`src/rtl/ascon_permutation_sequencer.sv`:
```
// Round controller for the ASCON permutation: sequences p^a / p^b round
// indices and the state-register select/enable for the round datapath.
module ascon_permutation_sequencer #(
    parameter int NB_ROUNDS_A = 12,
    parameter int NB_ROUNDS_B = 6,
    parameter int ROUND_W     = 4
) (
    input  logic               clock_i,
    input  logic               resetb_i,
    input  logic               start_i,
    input  logic               mode_i,
    input  logic               abort_i,
    output logic [ROUND_W-1:0] round_o,
    output logic               data_sel_o,
    output logic               en_state_o,
    output logic               busy_o,
    output logic               done_o
);

    typedef enum logic [1:0] {
        IDLE,
        FIRST,
        RUN,
        DONE
    } state_t;

    localparam logic [ROUND_W-1:0] LAST    = ROUND_W'(NB_ROUNDS_A - 1);
    localparam logic [ROUND_W-1:0] START_B = ROUND_W'(NB_ROUNDS_A - NB_ROUNDS_B);

    state_t             state;
    logic [ROUND_W-1:0] cnt;
    logic               mode_q;
    logic               one_round;
    logic               last_round;

    // A single-round permutation finishes straight out of FIRST
    assign one_round  = mode_q ? (NB_ROUNDS_B == 1) : (NB_ROUNDS_A == 1);
    assign last_round = (state == FIRST) ? one_round : (cnt == LAST);
    assign round_o    = cnt;

    always_ff @(posedge clock_i or negedge resetb_i) begin
        if (!resetb_i) begin
            state      <= IDLE;
            cnt        <= '0;
            mode_q     <= 1'b0;
            data_sel_o <= 1'b0;
            en_state_o <= 1'b0;
            busy_o     <= 1'b0;
            done_o     <= 1'b0;
        end else begin
            unique case (state)
                IDLE: begin
                    if (start_i) begin
                        state      <= FIRST;
                        cnt        <= mode_i ? START_B : '0;
                        mode_q     <= mode_i;
                        data_sel_o <= 1'b1;
                        en_state_o <= 1'b1;
                        busy_o     <= 1'b1;
                    end
                end
                FIRST, RUN: begin
                    data_sel_o <= 1'b0;
                    if (abort_i) begin
                        state      <= IDLE;
                        cnt        <= '0;
                        en_state_o <= 1'b0;
                        busy_o     <= 1'b0;
                    end else if (last_round) begin
                        state      <= DONE;
                        en_state_o <= 1'b0;
                        done_o     <= 1'b1;
                    end else begin
                        state      <= RUN;
                        cnt        <= cnt + ROUND_W'(1);
                    end
                end
                DONE: begin
                    state  <= IDLE;
                    done_o <= 1'b0;
                    busy_o <= 1'b0;
                end
                default: begin
                    state      <= IDLE;
                    cnt        <= '0;
                    data_sel_o <= 1'b0;
                    en_state_o <= 1'b0;
                    busy_o     <= 1'b0;
                    done_o     <= 1'b0;
                end
            endcase
        end
    end

endmodule
```
`config.mk`:
```
export PLATFORM = sky130hd
export DESIGN_NAME = ascon_permutation_sequencer
export DESIGN_NICKNAME = d
export VERILOG_FILES = /design/src/rtl/ascon_permutation_sequencer.sv
export SDC_FILE = /design/constraint.sdc
export NUM_CORES = 1
export LEC_CHECK = 0
export ABC_AREA = 1
export CORE_MARGIN = 5
export CORE_UTILIZATION = 25
export CTS_CLUSTER_DIAMETER = 150
export DETAILED_ROUTE_END_ITERATION = 8
export PLACE_DENSITY = 0.47
export SYNTH_ARGS = -nofsm -noshare
export SYNTH_HDL_FRONTEND = slang
export SYNTH_SLANG_ARGS = --single-unit
```
`constraint.sdc`:
```
create_clock -name clock_i -period 1.84 [get_ports clock_i]
set_input_delay 0.184 -clock clock_i [delete_from_list [all_inputs] [get_ports clock_i]]
set_output_delay 0.184 -clock clock_i [all_outputs]
set_load 0.05 [all_outputs]
```
==> flow_metrics.py, run 1 <==
metrics = {
    "logic_synthesis": {
        "synthTopCellsByArea": "dfrtp_1 41%, nand2_1 17%, ha_1 10%",
        "synth_top_area_share_pct": 41.2,
        "syn_nets": 86,
        "synthesis.area_um2": 607,
        "synth_top_cell_by_area": "dfrtp_1",
        "ys_types": 14,
        "ys_seq_area_share_pct": 41.2,
        "ys_warn_count": 0,
        "synthCells": 76,
        "syn_area_per_cell_um2": 7.98,
        "ys_ff_latch": 10,
    },
    "final_layout": {
        "multiInputGateArea_um2": 315,
        "final_common_cell": "nand2_1",
        "areaGrowthSynthToFinish_pct": 30.7,
        "layout-drive-gt1-share_pct": 12.0,
        "seq_area_um2": 250,
        "antenna_cells": 0,
        "fillers": 248,
        "fin_nets": 103,
        "final_area_um2": 793,
        "final_cell_mix": "28 x nand2_1, 10 x dfrtp_1, 10 x clkdlybuf4s50_1",
    },
    "sta": {
        "tightest_slew_ps": 499,
        "final.setup.worst_slack_ps": 131,
        "fin_crit_ps": 1710,
        "max_freq_mhz": 585,
        "maxSlewViolCount": 0,
        "rsz0062_at_grt": "false",
        "tns_ps": 0,
        "post-route-period-util_pct": 92.9,
        "hold_viol": 0,
        "hold_slack_ps": 248,
        "setup_viol": 0,
        "slew_headroom_pct": 66.6,
        "skew_ps": 1.88,
    },
    "cts": {
        "cts_resized": 0,
        "h-tree-depth": 1,
        "cts_max_path_buffers": 2,
        "hold_buffers": 0,
        "path_clk_slew_ps": 70,
        "cts_tree": "done",
        "cts_sinks": 10,
        "cts_root_buf": "clkbuf_4",
        "cts_post_setup_buffers_inserted": 0,
        "cts_buffers": 3,
        "insertion_delay_ps": 260,
    },
    "grt": {
        "use_met2_pct": 12.2,
        "top_usage_layer": "met2",
        "grt_max_degree": 11,
        "grt.overflow.total": 0,
        "grt_pass1_vias": 558,
        "antenna_found_initial": 0,
        "gr-usage-met1_pct": 11.9,
        "gr-usage-met3_pct": 2.61,
        "grtUsageTotal_pct": 8.81,
        "grt_first_pass_wirelength_um": 2300,
    },
    "power": {
        "ir_worst_vdd_v": 0.000609,
        "leakage_uw": 0.000409,
        "p_int_uw": 724,
        "total_power_uw": 1480,
        "powerDensity_nw_per_um2": 1860,
        "p_sw_share_pct": 51.0,
        "switching_power_uw": 754,
        "power_frac_seq_pct": 26.1,
        "clkPwrFrac_pct": 13.4,
        "combinationalPowerShare_pct": 60.5,
    },
    "flow_run": {
        "drv_cap": 0,
    },
    "detailed_routing": {
        "dr.pass1.iters": 2,
        "via_per_inst": 4.26,
        "wirelength_um": 1270,
        "drt_iter0_drc": 3,
        "drc_errors": 0,
        "vias": 511,
        "wl_per_cell_um": 10.6,
        "ant_nets": 0,
    },
    "placed_design": {
        "postPlaceCellArea_um2": 757,
        "port_buffers": 12,
        "dpl.hpwl_um": 996,
        "dp_slack_ps": 248,
        "place_congestion": 0.831,
    },
    "critical_path": {
        "cp-endpoint": "round_o[0]",
        "crit_fanout": 6,
        "required_ps": 1660,
        "cpLargestDelayFamily": "buffers and inverters",
        "path_buf_inv": 1,
        "worstRegToRegCells": 9,
        "path_depth": 1,
        "critPathLaunchType": "register",
        "crit_chain": "clkdlybuf4s50_1",
        "path_class": "reg2out",
        "crit_arrival_ps": 1530,
        "cpPeakStageDelay_ps": 840,
        "r2r_end": "round_o[2]",
        "r2r_slack_ps": 240,
        "slowest_stage": "clkdlybuf4s50_1",
        "reg2reg_from": "state[0]",
        "crit_start": "round_o[0]",
        "cp-end-kind": "primary output",
    },
    "hold_path": {
        "min-delay-path-class": "in2async",
    },
    "floorplan": {
        "start_util_pct": 26.9,
        "die_x_um": 59.3,
        "io_pins": 13,
        "die-area_um2": 3510,
        "core_um2": 2250,
        "core.rowCount": 17,
        "die-height_um": 59.3,
    },
    "outcome": {
        "status": "finished clean",
    },
}
==> per-layer routing <==
layer	routed length (um)	vias up	part of all wire, %
met5	0	-	0
met4	14	0	1.1
met3	52	2	4.1
met2	528	12	41
met1	677	226	53
li1	-	271	-
==> logic make-up (layout without fill, tap and decap cells) <==
family | Yosys count | after routing | synth area share [%]
and+or+nand+nor | 41 | 41 | 33.4
buffers and inverters | 11 | 27 | 6.80
DFF | 10 | 10 | 41.2
AOI/OAI and AO/OA | 9 | 9 | 8.25
adders and majority gates | 5 | 5 | 10.3
==> through the flow <==
| step | cells | utilization, % |
|---|---|---|
| global placement | 116 | 33.6 |
| finish | 120 | 35.2 |
| detailed placement | 116 | 33.6 |
| CTS | 120 | 35.2 |
| global route | 120 | 35.2 |
| floorplan | 76 | - |
==> synthesized netlist by cell type <==
| master | number |
|---|---|
| nand2_1 | 28 |
| dfrtp_1 | 10 |
| inv_1 | 9 |
| o21ai_0 | 6 |
| ha_1 | 5 |
| nor2_1 | 5 |
| nand3_1 | 4 |
| inv_2 | 2 |
| o21a_1 | 2 |
| a21oi_1 | 1 |
| nand2_4 | 1 |
| nand4_1 | 1 |
| nand4_4 | 1 |
| nor2_8 | 1 |
==> sequential cells by signal, indices dropped and copies added (netlist names) <==
name,count
busy_o,1
data_sel_o,1
state,2
done_o,1
en_state_o,1
round_o,4
==> final cells by class <==
type	count	share of cell area [%]
clock buffers	4	4.57
multi-input cells	55	39.7
inverters	11	5.21
flip-flops and latches	10	31.5
well taps	28	4.42
repair buffers	12	14.5
==> worst min-delay path by stage <==
stage,from,to,slack [ps],cells after the start
2_1_floorplan,resetb_i,busy_o,-110,0
3_3_place_gp,en_state_o,en_state_o,470,2
3_5_place_dp,en_state_o,en_state_o,470,2
4_1_cts,resetb_i,state[0],260,1
5_1_grt,resetb_i,done_o,270,1
6_report,resetb_i,state[0],250,1
==> power by group through the flow <==
stage / Combinational, uW / Sequential, uW / Clock, uW
2_1_floorplan: 433 / 609 / 0
3_3_place_gp: 904 / 393 / 0
3_5_place_dp: 898 / 393 / 0
4_1_cts: 906 / 388 / 209
5_1_grt: 992 / 402 / 219
6_report: 894 / 385 / 198
No activity file was read; power rests on OpenSTA's default activity.
==> inputs of run 2 (changes only) <==
- CORE_AREA: default -> 5 5 42 44
- CORE_MARGIN: 5 -> default
- CORE_UTILIZATION: 25 -> default
- DIE_AREA: default -> 0 0 47 49
- PLACE_DENSITY: 0.47 -> 0.75
==> run 2 against run 1 <==
Effect of this change: register-to-register slack improved by 20 ps; setup slack got worse by 66 ps; critical path depth unchanged; combinational power about the same; sequential cell count unchanged.
==> flow_metrics.py, run 2 (synthesis gave the netlist of run 1 again) <==
metrics = {
    "detailed_routing": {
        "drt_iter0_drc": 5,
        "drc_errors": 0,
        "dr.pass1.iters": 3,
        "vias": 519,
        "via_per_inst": 4.81,
        "wirelength_um": 1210,
        "ant_nets": 0,
        "wl_per_cell_um": 11.2,
    },
    "sta": {
        "max_freq_mhz": 563,
        "setup_viol": 0,
        "fin_crit_ps": 1770,
        "rsz0062_at_grt": "false",
        "tightest_slew_ps": 509,
        "skew_ps": 7.06,
        "slew_headroom_pct": 66.0,
        "maxSlewViolCount": 0,
        "tns_ps": 0,
        "post-route-period-util_pct": 96.5,
        "hold_viol": 0,
    },
    "critical_path": {
        "critPathLaunchType": "register",
        "path_buf_inv": 1,
        "crit_fanout": 7,
        "cpLargestDelayFamily": "buffers and inverters",
        "required_ps": 1660,
        "worstRegToRegCells": 9,
        "path_depth": 1,
        "cp-end-kind": "primary output",
        "slowest_stage": "clkdlybuf4s50_1",
        "cpPeakStageDelay_ps": 850,
        "crit_chain": "clkdlybuf4s50_1",
        "crit_arrival_ps": 1590,
        "path_class": "reg2out",
    },
    "floorplan": {
        "start_util_pct": 43.3,
        "io_pins": 13,
        "die_x_um": 47,
        "die-area_um2": 2300,
        "core_um2": 1400,
        "die-height_um": 49,
        "core.rowCount": 14,
    },
    "power": {
        "powerDensity_nw_per_um2": 1890,
        "ir_worst_vdd_v": 0.000949,
        "leakage_uw": 0.000424,
        "total_power_uw": 1480,
    },
    "outcome": {
        "status": "finished clean",
    },
    "cts": {
        "cts_root_buf": "clkbuf_4",
        "insertion_delay_ps": 270,
        "cts_sinks": 10,
        "cts_tree": "done",
        "cts_buffers": 3,
        "path_clk_slew_ps": 70,
        "h-tree-depth": 1,
        "cts_max_path_buffers": 2,
        "cts_post_setup_buffers_inserted": 0,
    },
    "final_layout": {
        "final_common_cell": "nand2_1",
        "areaGrowthSynthToFinish_pct": 29.5,
        "final_cell_mix": "28 x nand2_1, 11 x clkdlybuf4s50_1, 10 x dfrtp_1",
        "fin_nets": 103,
        "largest_reg_flops": 4,
        "final_cells": 108,
        "final_area_um2": 786,
        "antenna_cells": 0,
        "layout-drive-gt1-share_pct": 9.78,
    },
    "grt": {
        "grt_pass1_vias": 464,
        "antenna_found_initial": 0,
        "grtUsageTotal_pct": 11.9,
        "grt.overflow.total": 0,
        "grt_max_degree": 11,
        "grt_first_pass_wirelength_um": 2040,
    },
    "placed_design": {
        "placed_cells": 104,
        "postPlaceCellArea_um2": 747,
        "place_congestion": 0.885,
        "port_buffers": 12,
        "dpl.hpwl_um": 963,
    },
    "hold_path": {
        "min-delay-path-class": "in2async",
    },
    "flow_run": {
        "drv_cap": 0,
    },
}
-- run 2: cell types whose count changed in the layout (fill, tap and decap cells not counted), sizes merged --
cell | previous run | this run
buf | 2 | 0
clkdlybuf4s50 | 10 | 11
dlymetal6s2s | 0 | 1
-- run 2: path summary, 6_finish.rpt --
path	slack [ps]	from	end
min	230	resetb_i	data_sel_o
min in group clock_i	490	en_state_o	en_state_o
max reg2reg	260	state[0]	round_o[3]
max	70	round_o[2]	round_o[2]
min reg2reg	490	en_state_o	en_state_o
max in group asynchronous	1280	resetb_i	round_o[3]
-- run 2: timing repair --
action                                  CTS  global route
endpoints found under the setup margin    0             1
hold buffers                              0             0
resized for setup                         0             1
-- run 2: routing by layer --
| metal | share of wire (%) | GRT usage, % | wire length, um | up-vias |
|---|---|---|---|---|
| li1 | - | - | - | 271 |
| met4 | 0 | 4.15 | 0 | 0 |
| met1 | 46 | 17.0 | 556 | 236 |
| met3 | 5.8 | 4.06 | 71 | 0 |
| met2 | 48 | 16.5 | 586 | 12 |
| met5 | 0 | 0 | 0 | - |
-- run 2: where the power goes --
group	switching, uW	leakage, uW	internal, uW
logic	593	0.000276	298
registers	81.1	0.000127	309
clock network	82.7	0.0000210	120
-- run 2: layout make-up --
type	count	area (um^2)
tap	16	20.0
timing repair buffer	12	123
fill	135	616
sequential	10	250
multi-input combinational	55	315
clock buffer	4	36.3
inverter	11	41.3
-- run 2: through the flow --
| stage | hold WS, ps | util [%] | setup slack [ps] |
|---|---|---|---|
| final | 231 | 56.1 | 65.1 |
| after global routing | 266 | 56.1 | 11.2 |
| after CTS | 236 | 55.9 | 39.1 |
| after detailed placement | 479 | 53.3 | 280 |
| after global placement | 464 | 53.3 | 313 |
| after floorplan | -112 | - | 343 |
